File: src/rtl/fix_pkg.sv
// Constants, state encoding and helpers shared by the FIX checksum
// generator (transmit side) and checker (receive side).
package fix_pkg;

  localparam logic [7:0] ASCII_0     = 8'h30;
  localparam logic [7:0] ASCII_1     = 8'h31;
  localparam logic [7:0] ASCII_9     = 8'h39;
  localparam logic [7:0] ASCII_EQ    = 8'h3D;
  localparam logic [7:0] SOH_DEFAULT = 8'h01;

  typedef enum logic [2:0] {
    ST_IDLE,
    ST_BODY,
    ST_SOH_SEEN,
    ST_TAG1,
    ST_TAG0,
    ST_DIG,
    ST_FAIL
  } chk_state_t;

  function automatic logic is_digit(input logic [7:0] b);
    return (b >= ASCII_0) && (b <= ASCII_9);
  endfunction

endpackage

File: src/rtl/fix_checksum_check.sv
// Receive-side FIX checksum verifier: sums bytes up to the SOH before "10=",
// parses the three trailer digits and reports pass / mismatch / format error.
module fix_checksum_check
  import fix_pkg::*;
#(
  parameter logic [7:0] SOH = SOH_DEFAULT
) (
  input  logic       clk,
  input  logic       rst,
  input  logic [7:0] data_i,
  input  logic       valid_i,
  input  logic       sop_i,
  input  logic       eop_i,
  output logic       done_o,
  output logic       ok_o,
  output logic       fmt_err_o,
  output logic [7:0] calc_o,
  output logic [9:0] recv_o
);

  chk_state_t state;
  logic [7:0] sum, snap;
  logic [9:0] val;
  logic [1:0] digits;

  logic       is_soh, dig_ok;
  logic [7:0] sum_nxt, snap_nxt, dig;
  logic [9:0] val_nxt;

  always_comb begin
    is_soh   = (data_i == SOH);
    dig_ok   = is_digit(data_i);
    sum_nxt  = sum + data_i;
    snap_nxt = is_soh ? sum_nxt : snap;
    dig      = data_i - ASCII_0;
    // val*10 as (val<<3)+(val<<1); val never exceeds 99 before a third digit
    val_nxt  = {val[6:0], 3'b000} + {val[8:0], 1'b0} + {6'd0, dig[3:0]};
  end

  always_ff @(posedge clk) begin
    if (rst) begin
      state     <= ST_IDLE;
      sum       <= '0;
      snap      <= '0;
      val       <= '0;
      digits    <= '0;
      done_o    <= 1'b0;
      ok_o      <= 1'b0;
      fmt_err_o <= 1'b0;
      calc_o    <= '0;
      recv_o    <= '0;
    end else begin
      done_o <= 1'b0;
      if (valid_i && sop_i) begin
        sum    <= data_i;
        snap   <= is_soh ? data_i : 8'h00;
        val    <= '0;
        digits <= '0;
        state  <= is_soh ? ST_SOH_SEEN : ST_BODY;
        if (eop_i) begin
          done_o    <= 1'b1;
          ok_o      <= 1'b0;
          fmt_err_o <= 1'b1;
          calc_o    <= is_soh ? data_i : 8'h00;
          recv_o    <= '0;
          state     <= ST_IDLE;
        end
      end else if (valid_i && state != ST_IDLE) begin
        if (state != ST_DIG && state != ST_FAIL) begin
          sum <= sum_nxt;
          if (is_soh) snap <= sum_nxt;
        end
        case (state)
          ST_BODY:     state <= is_soh ? ST_SOH_SEEN : ST_BODY;
          ST_SOH_SEEN: state <= (data_i == ASCII_1) ? ST_TAG1 :
                                is_soh ? ST_SOH_SEEN : ST_BODY;
          ST_TAG1:     state <= (data_i == ASCII_0) ? ST_TAG0 :
                                is_soh ? ST_SOH_SEEN : ST_BODY;
          ST_TAG0:     state <= (data_i == ASCII_EQ) ? ST_DIG :
                                is_soh ? ST_SOH_SEEN : ST_BODY;
          ST_DIG: begin
            if (dig_ok && digits != 2'd3) begin
              val    <= val_nxt;
              digits <= digits + 2'd1;
            end else if (!is_soh) begin
              state <= ST_FAIL;
            end
          end
          default: state <= ST_FAIL;
        endcase
        if (eop_i) begin
          done_o <= 1'b1;
          recv_o <= val;
          state  <= ST_IDLE;
          if (state == ST_DIG && is_soh && digits == 2'd3) begin
            ok_o      <= (val == {2'b00, snap});
            fmt_err_o <= 1'b0;
            calc_o    <= snap;
          end else begin
            ok_o      <= 1'b0;
            fmt_err_o <= 1'b1;
            calc_o    <= (state == ST_DIG || state == ST_FAIL) ? snap : snap_nxt;
          end
        end
      end
    end
  end

endmodule

File: config.mk
export PLATFORM = sky130hd
export DESIGN_NAME = fix_checksum_check
export DESIGN_NICKNAME = d
export VERILOG_FILES = /design/src/rtl/fix_pkg.sv /design/src/rtl/fix_checksum_check.sv
export SDC_FILE = /design/constraint.sdc
export NUM_CORES = 1
export LEC_CHECK = 0
export ABC_AREA = 1
export BUFFER_PORTS_ARGS = -buffer_cell sky130_fd_sc_hd__buf_2
export CELL_PAD_IN_SITES_DETAIL_PLACEMENT = 1
export CELL_PAD_IN_SITES_GLOBAL_PLACEMENT = 1
export CORE_AREA = 2 2 92 94
export DETAILED_ROUTE_END_ITERATION = 10
export DIE_AREA = 0 0 94 96
export PLACE_DENSITY_LB_ADDON = 0.1
export SKIP_CTS_REPAIR_TIMING = 1
export SLEW_MARGIN = 10
export SYNTH_ARGS = -nofsm -noshare
export SYNTH_HDL_FRONTEND = slang
export SYNTH_SLANG_ARGS = --single-unit
File: constraint.sdc
create_clock -name clk -period 3 [get_ports clk]
set_clock_uncertainty 0.2 [all_clocks]
set_input_delay 0.15 -clock clk [delete_from_list [all_inputs] [get_ports clk]]
set_output_delay 0.15 -clock clk [all_outputs]
set_load 0.02 [all_outputs]
Word level (Yosys, flattened, before mapping)
Index checks and enable logic that the tools add are counted.
Widths: inputs -> output; s select.
- output and inout port bits: 21
- register bits after elaboration: 52
- word-level logic and storage cells: 94
- input port bits: 13
- magnitude comparators: 2
- add/sub/neg operators: 5
- eq/ne operators: 19
- reductions and logical operators: 16
- multiplexer cells: 42
- operators with widths (operator ; number):
    $mux 8 ; 14
    $mux 10 ; 4
    $eq 8x6->1 const B ; 3
    $mux 3 ; 8
    $pmux 3 s5 ; 1
    $mux 1 ; 13
    $add 10x10->10 ; 1
    $add 10x4->10 ; 1
    $eq 10x8->1 ; 1
    $eq 3x3->1 const B ; 3
    $reduce_and 3->1 ; 3
    $add 8x8->8 ; 1
    $eq 8x1->1 const B ; 1
    $ge 8x6->1 const B ; 1
    $le 8x6->1 const B ; 1
    $ne 4x4->1 const B ; 2
    $logic_and 1x1->1 ; 7
    $eq 3x2->1 const B ; 2
    $ne 2x2->1 const B ; 3
    $ne 3x3->1 const B ; 2
    $mux 2 ; 2
    $reduce_bool 2->1 ; 2
    $sub 4x1->4 const B ; 1
    $eq 3x1->1 const B ; 1
    other kinds (6) ; 6

Logic depth before layout (Yosys ltp)
Gate-level depths: netlist of run 1.
- word-level depth: 8
- mapped depth: 13
- mapped depth without buffers: 13

Worst setup path after synthesis of run 1
No wires, ideal clock.
- path type: register -> register
- from: register val[0]
- to: register val[8]
- setup slack: 0.850 ns
- data arrival time: 1.886 ns
- path buffers: 0
- required time: 2.736 ns
- stages on the path, launching flop included: 10
- cell sequence: dfxtp_1 inv_1 fa_1 fa_1 inv_1 nand4_1 nand3_1 xor2_1 nor2_1 nor2_1
- cells in the longest elaborated chain, start to end: 2
- RTL lines (element ; line ; RTL):
    start: declaration ; fix_checksum_check.sv:23 ; logic [9:0] val;
    start signal: assignment ; fix_checksum_check.sv:83 ; val <= val_nxt;
    $add 10x10->10 ; fix_checksum_check.sv:37 ; val_nxt = {val[6:0], 3'b000} + {val[8:0], 1'b0} + {6'd0, dig[3:0]};
    $add 10x4->10 ; fix_checksum_check.sv:37 ;
Every way passes these cells.
A chain may end at the register's enable or synchronous reset.

Worst setup path after layout of run 1
- from: register val[2]
- to: register val[8]
Same word-level chain as after synthesis.

==> results of run 1 <==
## final timing paths
| check | endpoint |
|---|---|
| setup / recovery | val[8] |
| hold reg to reg | recv_o[4] |
| setup reg to reg | val[8] |
| hold / removal | sum[3] |
## placed cells by master, fill, tap and decap left out, types with 7 or more instances in the layout
cell,n
sky130_fd_sc_hd__inv_2,7
sky130_fd_sc_hd__a21oi_1,52
sky130_fd_sc_hd__xor2_1,10
sky130_fd_sc_hd__inv_1,46
sky130_fd_sc_hd__o21ai_0,21
sky130_fd_sc_hd__buf_2,33
sky130_fd_sc_hd__dfxtp_1,52
sky130_fd_sc_hd__nand3_1,41
sky130_fd_sc_hd__nand2_1,128
sky130_fd_sc_hd__ha_1,22
sky130_fd_sc_hd__a31oi_1,8
sky130_fd_sc_hd__nor2_1,38
## critical path, stage by stage, from the launching register on
cell and delay (ns):
sky130_fd_sc_hd__dfxtp_1 0.43, sky130_fd_sc_hd__inv_1 0.10, sky130_fd_sc_hd__fa_1 0.50, sky130_fd_sc_hd__fa_1 0.49
sky130_fd_sc_hd__inv_1 0.09, sky130_fd_sc_hd__nand4_1 0.10, sky130_fd_sc_hd__nand3_1 0.09, sky130_fd_sc_hd__xor2_1 0.14
sky130_fd_sc_hd__nor2_1 0.05, sky130_fd_sc_hd__nor2_1 0.09
## final cells by class
| type | count | share of cell area [%] |
|---|---|---|
| clock buffer | 5 | 1.90 |
| tap | 105 | 3.62 |
| sequential | 52 | 28.7 |
| timing repair buffer | 41 | 6.35 |
| inverter | 53 | 5.49 |
| multi-input combinational | 357 | 53.2 |
| clock inverter | 3 | 0.759 |
## flip-flops by register name, summed over array words and instances (netlist names)
signal	cells
recv_o	10
val	10
calc_o	8
snap	8
sum	8
state	3
digits	2
done_o	1
fmt_err_o	1
ok_o	1
## routing by layer
metal	wire length [µm]	part of all wire [%]	vias up
li1	-	-	1642
met1	4960	50	1555
met2	4700	47	38
met3	260	2.6	7
met4	67	0.67	0
met5	0	0	-
## stage by stage
stage | area, µm² | hold slack (ns) | setup slack, ns
3_5_place_dp | 3510 | 0.256 | 0.677
3_3_place_gp | 3510 | 0.250 | 0.735
5_1_grt | 3620 | 0.00676 | 0.484
2_1_floorplan | 3250 | 0.119 | 0.850
6_report | 3620 | -0.0307 | 0.669
4_1_cts | 3600 | -0.0546 | 0.653
## cell families (layout without fill, tap and decap cells)
kind of cell / count (synthesis) / after routing / synth area share, %
AO/OA/AOI/OAI: 91 / 91 / 15.1
XOR/XNOR: 15 / 15 / 4.04
adder cells (fa/ha/maj): 25 / 25 / 10.3
buffers and inverters: 69 / 102 / 8.80
flip-flops: 52 / 52 / 32.0
AND/OR/NAND/NOR: 226 / 226 / 29.8
## power by group through the flow
stage               sequential, mW  clock (mW)  combinational [mW]
floorplan                    0.742           0               0.212
CTS                          0.725       0.461               0.305
detailed placement           0.741           0               0.303
global placement             0.740           0               0.295
finish                       0.725       0.447               0.305
global route                 0.729       0.490               0.346
==> parameters.txt, run 1 <==
Parameter                              Value

Global route
  Overall track demand over capacity in global routing ... 23.2%
  Vias in the first global route ... 3215
  Global routing usage on met3 ... 2.98%
  Global-route layer with the greatest usage ... met2
  Global-route track usage on met2 ... 39.6%
  Global routing met1 resource utilization ... 31.6%
  Pin count of the biggest net entering global routing ... 25
  Grt total ovfl ... 0
  Wire length of the first global-routing pass ... 16400 µm
  Antenna violations before repair ... 0

Hold path
  Hold path start ... data_i[3]
  Hold-critical path depth ... 3
  Min-Delay Path Class ... in -> reg

Power
  Internal power component ... 0.979 mW
  Power density cells ... 408 mW/mm²
  Sequential group share of total power ... 49.1%
  Total net switching power ... 0.499 mW
  Peak VDD IR ... 0.171 mV
  Logic pwr share ... 20.7%
  Clk pwr share ... 30.2%
  Total power of the final layout ... 1.48 mW
  Switching power share of the total ... 33.7%
  Lkg Pwr ... 1.75 nW

STA
  Fin. Hold Viols ... 2
  RSZ-0062 raised after global routing ... false
  Worst Max-Slew Pin Slew ... 0.692 ns
  Relative slew margins ... 53.7%
  Share of the clock period used by the worst path after layout ... 77.7%
  Final setup vio count ... 0
  Number of slew-limit violations in the final report ... 0
  Setup TNS ... 0 ns
  Upper clock frequency limit ... 429 MHz
  Final worst hold slack ... -0.0307 ns
  Fin crit period ... 2.33 ns

Floorplan
  Die X ... 94 µm
  Area of the placeable core ... 0.00805 mm²
  Area enclosed by the die boundary ... 0.00902 mm²
  Starting density of the core ... 40.4%
  Row Count ... 33
  I/O Pins ... 34
  Height of the die ... 96 µm

Worst setup path
  Kind of launch point of the worst setup path ... flip-flop
  Worst setup slack for register-to-register paths ... 0.67 ns
  Data arrival, critical path ... 2.40 ns
  Data required time of the worst path ... 3.07 ns
  Critical path endpoint category ... flip-flop
  Crit Path Class ... reg -> reg
  Beginning of the worst register-to-register path ... val[2]
  Crit. Startpoint ... val[2]
  Max Fanout on Critical Path ... 5
  Number of cells traversed by the worst register-to-register path ... 9

Clock tree
  Clock tree from TritonCTS ... yes
  CTS H-Tree Depth ... 2
  Clock Tree Root ... sky130_fd_sc_hd__clkbuf_8
  Source-to-sink clock delay at the later pin of the worst-skew pair ... 0.32 ns
  Clock Tree Buf Depth ... 2
  Number of CTS-inserted buffers ... 5
  Sink Count ... 52
  Clock-pin slew on the worst setup and hold paths ... 0.11 ns

Yosys
  Dominant cell by count in the synthesized netlist ... sky130_fd_sc_hd__nand2_1
  Top-area cell type share of the netlist area ... 32.0%
  Post-synthesis async set-or-reset flop share ... 0%
  Fraction of the yosys area taken by sequential cells ... 32.0%
  Mean Syn Cell Area ... 6.81 µm²
  Primary FF master, synth ... sky130_fd_sc_hd__dfxtp_1
  Top cells by instance count after synthesis ... 128 x sky130_fd_sc_hd__nand2_1, 52 x sky130_fd_sc_hd__a21oi_1, 52 x sky130_fd_sc_hd__dfxtp_1
  Number of warning messages in the yosys log ... 0
  Post-synthesis sequential element count ... 52
  Number of enable flip-flop cells after synthesis ... 0
  Yosys top cell by area ... sky130_fd_sc_hd__dfxtp_1
  Synth Instances ... 478
  Synthesized net count ... 516
  Leading post-synthesis cells by cell area ... sky130_fd_sc_hd__dfxtp_1 32%, sky130_fd_sc_hd__nand2_1 15%, sky130_fd_sc_hd__ha_1 8.5%, sky130_fd_sc_hd__a21oi_1 8.0%, sky130_fd_sc_hd__nand3_1 6.3%
  Combined area of all synthesized cells ... 0.00325 mm²
  Distinct cell type count after synthesis ... 33

Finish
  Layout cell share with drive strength beyond 1 ... 12.3%
  Relative area change from synthesis to final layout ... 11.4%
  Multi-input combinational cell area ... 0.00193 mm²
  Count of non-filler cells in the finished layout ... 616
  Storage cell area ... 0.00104 mm²
  Fillcell total ... 1092
  # diodes ... 0
  Final standard cell utilization of the core ... 45.0%
  Final nets ... 548

Outcome
  Violated checks ... negative hold slack
  Result of the run ... finished, violations left

Routing
  Routed wire per std cell ... 16.2 µm
  Detailed-route wire length ... 9980 µm
  First-pass iteration count of the detailed router ... 6
  Drt via density ... 5.26
  Number of DRC markers after the initial detailed-route iteration ... 112
  Final ANT Viol Nets ... 0
  Via Count ... 3242
  Drc violations ... 0

Placement
  Inst Count DP ... 606
  HPWL Detailed ... 7620 µm
  Port-buffer cells ... 33
  RD Place Congestion ... 0.839

Flow run
  Max-cap viol count ... 0
No activity file was read; power rests on OpenSTA's default activity.
==> run 2: changes to the inputs <==
Settings changed: ABC_AREA 1 to 0.
Clock period 3 ns to 2 ns, I/O delays scaled along.
==> run 2 against run 1 <==
  * Sequential cell count did not move
  * Critical path type unchanged
  * Sequential power rose by 49%
  * Synthesized cell count fell by 20%
  * Critical path depth rose by 2
  * The run ends with negative hold slack, negative setup slack left
==> parameters.txt, run 2 <==
Parameter                              Value

Outcome
  Result of the run ... finished, violations left
  Violated checks ... negative hold slack, negative setup slack

Yosys
  Number of warning messages in the yosys log ... 0
  Post-synthesis sequential element count ... 52
  Dominant cell by count in the synthesized netlist ... sky130_fd_sc_hd__nand2_1
  Yosys top cell by area ... sky130_fd_sc_hd__dfxtp_1
  Synthesized net count ... 420
  Primary FF master, synth ... sky130_fd_sc_hd__dfxtp_1
  Combined area of all synthesized cells ... 0.00313 mm²
  Number of enable flip-flop cells after synthesis ... 0
  Distinct cell type count after synthesis ... 60
  Post-synthesis async set-or-reset flop share ... 0%
  Mean Syn Cell Area ... 8.20 µm²
  Top cells by instance count after synthesis ... 58 x sky130_fd_sc_hd__nand2_1, 52 x sky130_fd_sc_hd__dfxtp_1, 39 x sky130_fd_sc_hd__nor2_1
  Top-area cell type share of the netlist area ... 33.2%
  Leading post-synthesis cells by cell area ... sky130_fd_sc_hd__dfxtp_1 33%, sky130_fd_sc_hd__ha_1 8.8%, sky130_fd_sc_hd__nand2_1 6.9%, sky130_fd_sc_hd__nor2_1 4.7%, sky130_fd_sc_hd__a21oi_1 4.6%
  Synth Instances ... 382
  Fraction of the yosys area taken by sequential cells ... 33.2%

Clock tree
  Clock Tree Root ... sky130_fd_sc_hd__clkbuf_8
  Sink Count ... 52
  Clock tree from TritonCTS ... yes
  Clock-pin slew on the worst setup and hold paths ... 0.11 ns
  Source-to-sink clock delay at the later pin of the worst-skew pair ... 0.32 ns
  CTS H-Tree Depth ... 2
  Clock Tree Buf Depth ... 2
  Number of CTS-inserted buffers ... 5

STA
  Share of the clock period used by the worst path after layout ... 120%
  Fin. Hold Viols ... 2
  Final setup vio count ... 18
  Number of slew-limit violations in the final report ... 0
  Final worst hold slack ... -0.0248 ns
  RSZ-0062 raised after global routing ... true
  Upper clock frequency limit ... 417 MHz
  Least setup slack across all paths after layout ... -0.397 ns
  Fin crit period ... 2.40 ns
  Worst Max-Slew Pin Slew ... 0.395 ns
  Relative slew margins ... 73.4%

Routing
  Drc violations ... 0
  Number of DRC markers after the initial detailed-route iteration ... 97
  Via Count ... 3203
  Drt via density ... 5.44
  Routed wire per std cell ... 18.6 µm
  First-pass iteration count of the detailed router ... 4
  Final ANT Viol Nets ... 0
  Detailed-route wire length ... 10900 µm

Placement
  RD Place Congestion ... 0.854
  Inst Count DP ... 570
  Worst setup slack after placement ... -0.558 ns
  HPWL Detailed ... 7880 µm
  Port-buffer cells ... 33
  DP Area ... 0.00391 mm²

Power
  Switching power share of the total ... 32.2%
  Clk pwr share ... 29.6%
  Peak VDD IR ... 0.278 mV
  Internal power component ... 1.59 mW
  Power density cells ... 531 mW/mm²
  Total power of the final layout ... 2.34 mW
  Lkg Pwr ... 1.81 nW
  Logic pwr share ... 24.1%
  Total net switching power ... 0.754 mW
  Sequential group share of total power ... 46.2%

Worst setup path
  Max Fanout on Critical Path ... 4
  Worst setup slack for register-to-register paths ... -0.40 ns
  Data required time of the worst path ... 1.99 ns
  Crit. Startpoint ... val[0]
  Crit Reg-Reg Endpoint ... val[8]
  Data arrival, critical path ... 2.39 ns
  Kind of launch point of the worst setup path ... flip-flop
  Number of cells traversed by the worst register-to-register path ... 11
  Critical path endpoint category ... flip-flop
  Beginning of the worst register-to-register path ... val[0]
  Crit Path Class ... reg -> reg

Flow run
  Max-cap viol count ... 0

Global route
  Overall track demand over capacity in global routing ... 23.2%
  Wire length of the first global-routing pass ... 16400 µm
  Grt total ovfl ... 0
  Antenna violations before repair ... 0
  Pin count of the biggest net entering global routing ... 20
  Vias in the first global route ... 3196

Floorplan
  Height of the die ... 96 µm
  Row Count ... 33
  Die X ... 94 µm
  Starting density of the core ... 38.9%
  I/O Pins ... 34
  Area enclosed by the die boundary ... 0.00902 mm²
  Area of the placeable core ... 0.00805 mm²

Finish
  Layout cell share with drive strength beyond 1 ... 38.6%
  Fillcell total ... 988
  Final Cell Area ... 0.00441 mm²
  Final nets ... 521
  Count of non-filler cells in the finished layout ... 589
  Most common library cell in the layout ignoring fill and taps ... sky130_fd_sc_hd__buf_4
  Most used cells in the layout excluding fill and tap cells ... 71 x sky130_fd_sc_hd__buf_4, 54 x sky130_fd_sc_hd__nand2_1, 43 x sky130_fd_sc_hd__dfxtp_1, 38 x sky130_fd_sc_hd__nor2_1, 33 x sky130_fd_sc_hd__buf_2
  # diodes ... 0
  Multi-input combinational cell area ... 0.00227 mm²
  Storage cell area ... 0.00106 mm²
  Relative area change from synthesis to final layout ... 40.8%
  Largest registers ... recv_o x10, val x10

Hold path
  Hold path endpoint ... fmt_err_o
  Hold-critical path depth ... 3
  Min-Delay Path Class ... in -> reg
  Hold path start ... valid_i
## run 2: metal layers
metal  track usage (%)  up-vias  wire, µm
met5                 0        -         0
met4              5.19        0       129
met3              2.51       15       253
met2              40.8       49      5590
met1              30.6     1581      4960
li1                  -     1558         -
## run 2: layout make-up
type	count	area share [%]
Clock buffer	5	1.56
Clock inverter	3	0.652
Inverter	16	1.36
Multi-Input combinational cell	296	51.5
Sequential cell	52	24.0
Tap cell	105	2.98
Timing Repair Buffer	112	18.0
## run 2: cell families (layout without fill, tap and decap cells)
group	Yosys count	after routing	share of synthesized area [%]
AND/OR/NAND/NOR	153	153	23.6
AO/OA/AOI/OAI	92	92	20.4
flip-flops	52	52	33.2
buffers and inverters	34	136	4.39
adder cells (fa/ha/maj)	25	25	10.7
XOR/XNOR	19	19	5.31
multiplexers	7	7	2.40
## run 2: power groups by stage
stage	Clock, mW	Combinational [mW]	Sequential [mW]
2_1_floorplan	0	0.244	1.10
5_1_grt	0.758	0.609	1.09
3_5_place_dp	0	0.456	1.10
3_3_place_gp	0	0.445	1.10
4_1_cts	0.714	0.460	1.08
6_report	0.694	0.565	1.08
## run 2: per-stage QoR
stage	hold WS (ns)	setup TNS [ns]	utilization, %
3_5_place_dp	0.244	-5.91	48.5
5_1_grt	0.000851	-5.58	54.8
3_3_place_gp	0.232	-4.57	48.5
4_1_cts	-0.111	-4.98	49.8
6_report	-0.0248	-3.80	54.8
2_1_floorplan	0.0360	-1.23	-
## run 2: worst max path at each step
stage	endpoint	slack (ns)
2_1_floorplan	val[9]	-0.44
3_3_place_gp	val[9]	-0.47
3_5_place_dp	val[9]	-0.56
4_1_cts	val[9]	-0.57
5_1_grt	val[8]	-0.58
6_report	val[8]	-0.40
## run 2: worst max-delay path, cell delays in order, from the launching register on
cell and delay (ns):
sky130_fd_sc_hd__dfxtp_2 0.36, sky130_fd_sc_hd__buf_4 0.14, sky130_fd_sc_hd__ha_1 0.17, sky130_fd_sc_hd__ha_1 0.20
sky130_fd_sc_hd__inv_1 0.08, sky130_fd_sc_hd__fa_2 0.41, sky130_fd_sc_hd__nor2b_2 0.14, sky130_fd_sc_hd__o21a_1 0.17
sky130_fd_sc_hd__o21ai_2 0.09, sky130_fd_sc_hd__mux2i_1 0.11, sky130_fd_sc_hd__o21ai_1 0.13, sky130_fd_sc_hd__a21oi_1 0.07
==> run 3: changes to the inputs <==
Clock period 2 ns to 2.1 ns, I/O delays scaled along.
==> run 3 against run 2 <==
  * The run still ends with negative hold slack, negative setup slack left
  * Via count down 3.0%
  * Global-route usage decreased by 0.85 points
  * First-iteration DRC count fell by 7.2%
  * Combinational power shrank 13%
  * Largest cell class unchanged
  * Largest power group unchanged
  * Die area unchanged
==> parameters.txt, run 3 (synthesized netlist as in run 2, its figures left out) <==
Parameter                              Value

STA
  RSZ-0062 raised after global routing ... true
  Fin crit period ... 2.45 ns
  Least setup slack across all paths after layout ... -0.345 ns
  Fin. Hold Viols ... 1
  Worst Max-Slew Pin Slew ... 0.457 ns
  Share of the clock period used by the worst path after layout ... 116%
  Relative slew margins ... 69.6%
  Final worst hold slack ... -0.00130 ns
  Final setup vio count ... 14
  Upper clock frequency limit ... 409 MHz
  Number of slew-limit violations in the final report ... 0

Finish
  Most common library cell in the layout ignoring fill and taps ... sky130_fd_sc_hd__buf_4
  Final standard cell utilization of the core ... 53.5%
  # diodes ... 0
  Final nets ... 513
  Relative area change from synthesis to final layout ... 37.5%
  Layout cell share with drive strength beyond 1 ... 34.9%
  Most used cells in the layout excluding fill and tap cells ... 61 x sky130_fd_sc_hd__buf_4, 57 x sky130_fd_sc_hd__nand2_1, 43 x sky130_fd_sc_hd__dfxtp_1, 38 x sky130_fd_sc_hd__nor2_1, 33 x sky130_fd_sc_hd__buf_2
  Largest registers ... recv_o x10, val x10

Clock tree
  Clock Tree Root ... sky130_fd_sc_hd__clkbuf_8
  Clock Tree Buf Depth ... 2
  Source-to-sink clock delay at the later pin of the worst-skew pair ... 0.33 ns
  Sink Count ... 52
  Clock-pin slew on the worst setup and hold paths ... 0.11 ns
  Clock tree from TritonCTS ... yes
  CTS H-Tree Depth ... 2
  Number of CTS-inserted buffers ... 5

Hold path
  Min-Delay Path Class ... in -> reg
  Hold-critical path depth ... 2

Power
  Lkg Pwr ... 1.75 nW
  Power density cells ... 510 mW/mm²
  Total power of the final layout ... 2.20 mW
  Peak VDD IR ... 0.286 mV

Flow run
  Max-cap viol count ... 0

Routing
  Via Count ... 3108
  Routed wire per std cell ... 17.6 µm
  Drt via density ... 5.35
  Number of DRC markers after the initial detailed-route iteration ... 90
  Final ANT Viol Nets ... 0
  Detailed-route wire length ... 10200 µm
  Drc violations ... 0
  First-pass iteration count of the detailed router ... 4

Global route
  Wire length of the first global-routing pass ... 15800 µm
  Grt total ovfl ... 0
  Vias in the first global route ... 3132
  Pin count of the biggest net entering global routing ... 22
  Antenna violations before repair ... 0
  Overall track demand over capacity in global routing ... 22.3%

Floorplan
  Area enclosed by the die boundary ... 0.00902 mm²
  Row Count ... 33
  Die X ... 94 µm
  I/O Pins ... 34
  Height of the die ... 96 µm
  Starting density of the core ... 38.9%
  Area of the placeable core ... 0.00805 mm²

Placement
  Port-buffer cells ... 33
  HPWL Detailed ... 7390 µm
  RD Place Congestion ... 0.866

Worst setup path
  Delay contributed by the slowest stage of the critical path ... 0.49 ns
  Data arrival, critical path ... 2.47 ns
  Max Fanout on Critical Path ... 2
  Kind of launch point of the worst setup path ... flip-flop
  Data required time of the worst path ... 2.12 ns
  Crit Path Class ... reg -> reg
  Number of logic stages on the critical path including buffering ... 10
  Top delay family on crit path ... adder cells
  Critical Path Slowest Stage Cell ... sky130_fd_sc_hd__fa_1
  Count of buffering cells on the critical path with inverters included ... 2
  Cells along the critical path ... inv_2 -> fa_1 -> buf_4 -> fa_2 -> nor2b_4 -> o21a_1 -> o21ai_2 -> mux2i_1 -> o21ai_1 -> a21oi_1
  Number of cells traversed by the worst register-to-register path ... 10
  Critical path endpoint category ... flip-flop

Outcome
  Violated checks ... negative hold slack, negative setup slack
  Result of the run ... finished, violations left
[run 3: cell count changes in the layout (fill, tap and decap cells not counted), sizes merged]
cell         change
buf             -11
dlygate4sd3      +3
[run 3: layer usage]
metal | vias up | track usage [%] | part of all wire (%)
li1 | 1553 | - | -
met1 | 1498 | 30.0 | 46
met2 | 48 | 39.2 | 50
met3 | 9 | 2.74 | 2.6
met4 | 0 | 3.62 | 0.92
met5 | - | 0 | 0
[run 3: worst paths after layout]
check / startpoint / to / slack [ns]
setup / recovery: val[0] / val[8] / -0.35
hold / removal: rst / calc_o[0] / -0.001
setup reg to reg: val[0] / val[8] / -0.35
hold reg to reg: calc_o[6] / calc_o[6] / 0.26
[run 3: metrics by stage]
| step | cell area (µm²) | setup TNS, ns | std cells | setup WS, ns | hold WS [ns] |
|---|---|---|---|---|---|
| finish | 4310 | -1.59 | 581 | -0.345 | -0.00130 |
| global route | 4310 | -2.97 | 581 | -0.443 | 0.00351 |
| CTS | 3940 | -2.62 | 568 | -0.493 | -0.0958 |
| detailed placement | 3850 | -2.96 | 560 | -0.468 | 0.247 |
| global placement | 3850 | -2.33 | 560 | -0.376 | 0.233 |
| floorplan | 3170 | -0.600 | 382 | -0.339 | 0.0410 |
[run 3: cell type report]
| cell class | instances | area (µm²) |
|---|---|---|
| clock buffers | 5 | 68.8 |
| well taps | 105 | 131 |
| inverters | 16 | 60.1 |
| multi-input cells | 296 | 2220 |
| clock inverters | 3 | 28.8 |
| flip-flops and latches | 52 | 1050 |
| repair buffers | 104 | 746 |
| fillers | 988 | 3740 |
[run 3: where the power goes]
group          total, mW  switching [mW]  internal [mW]
combinational      0.490           0.258          0.232
sequential          1.03          0.0248           1.01
clock              0.671           0.418          0.253
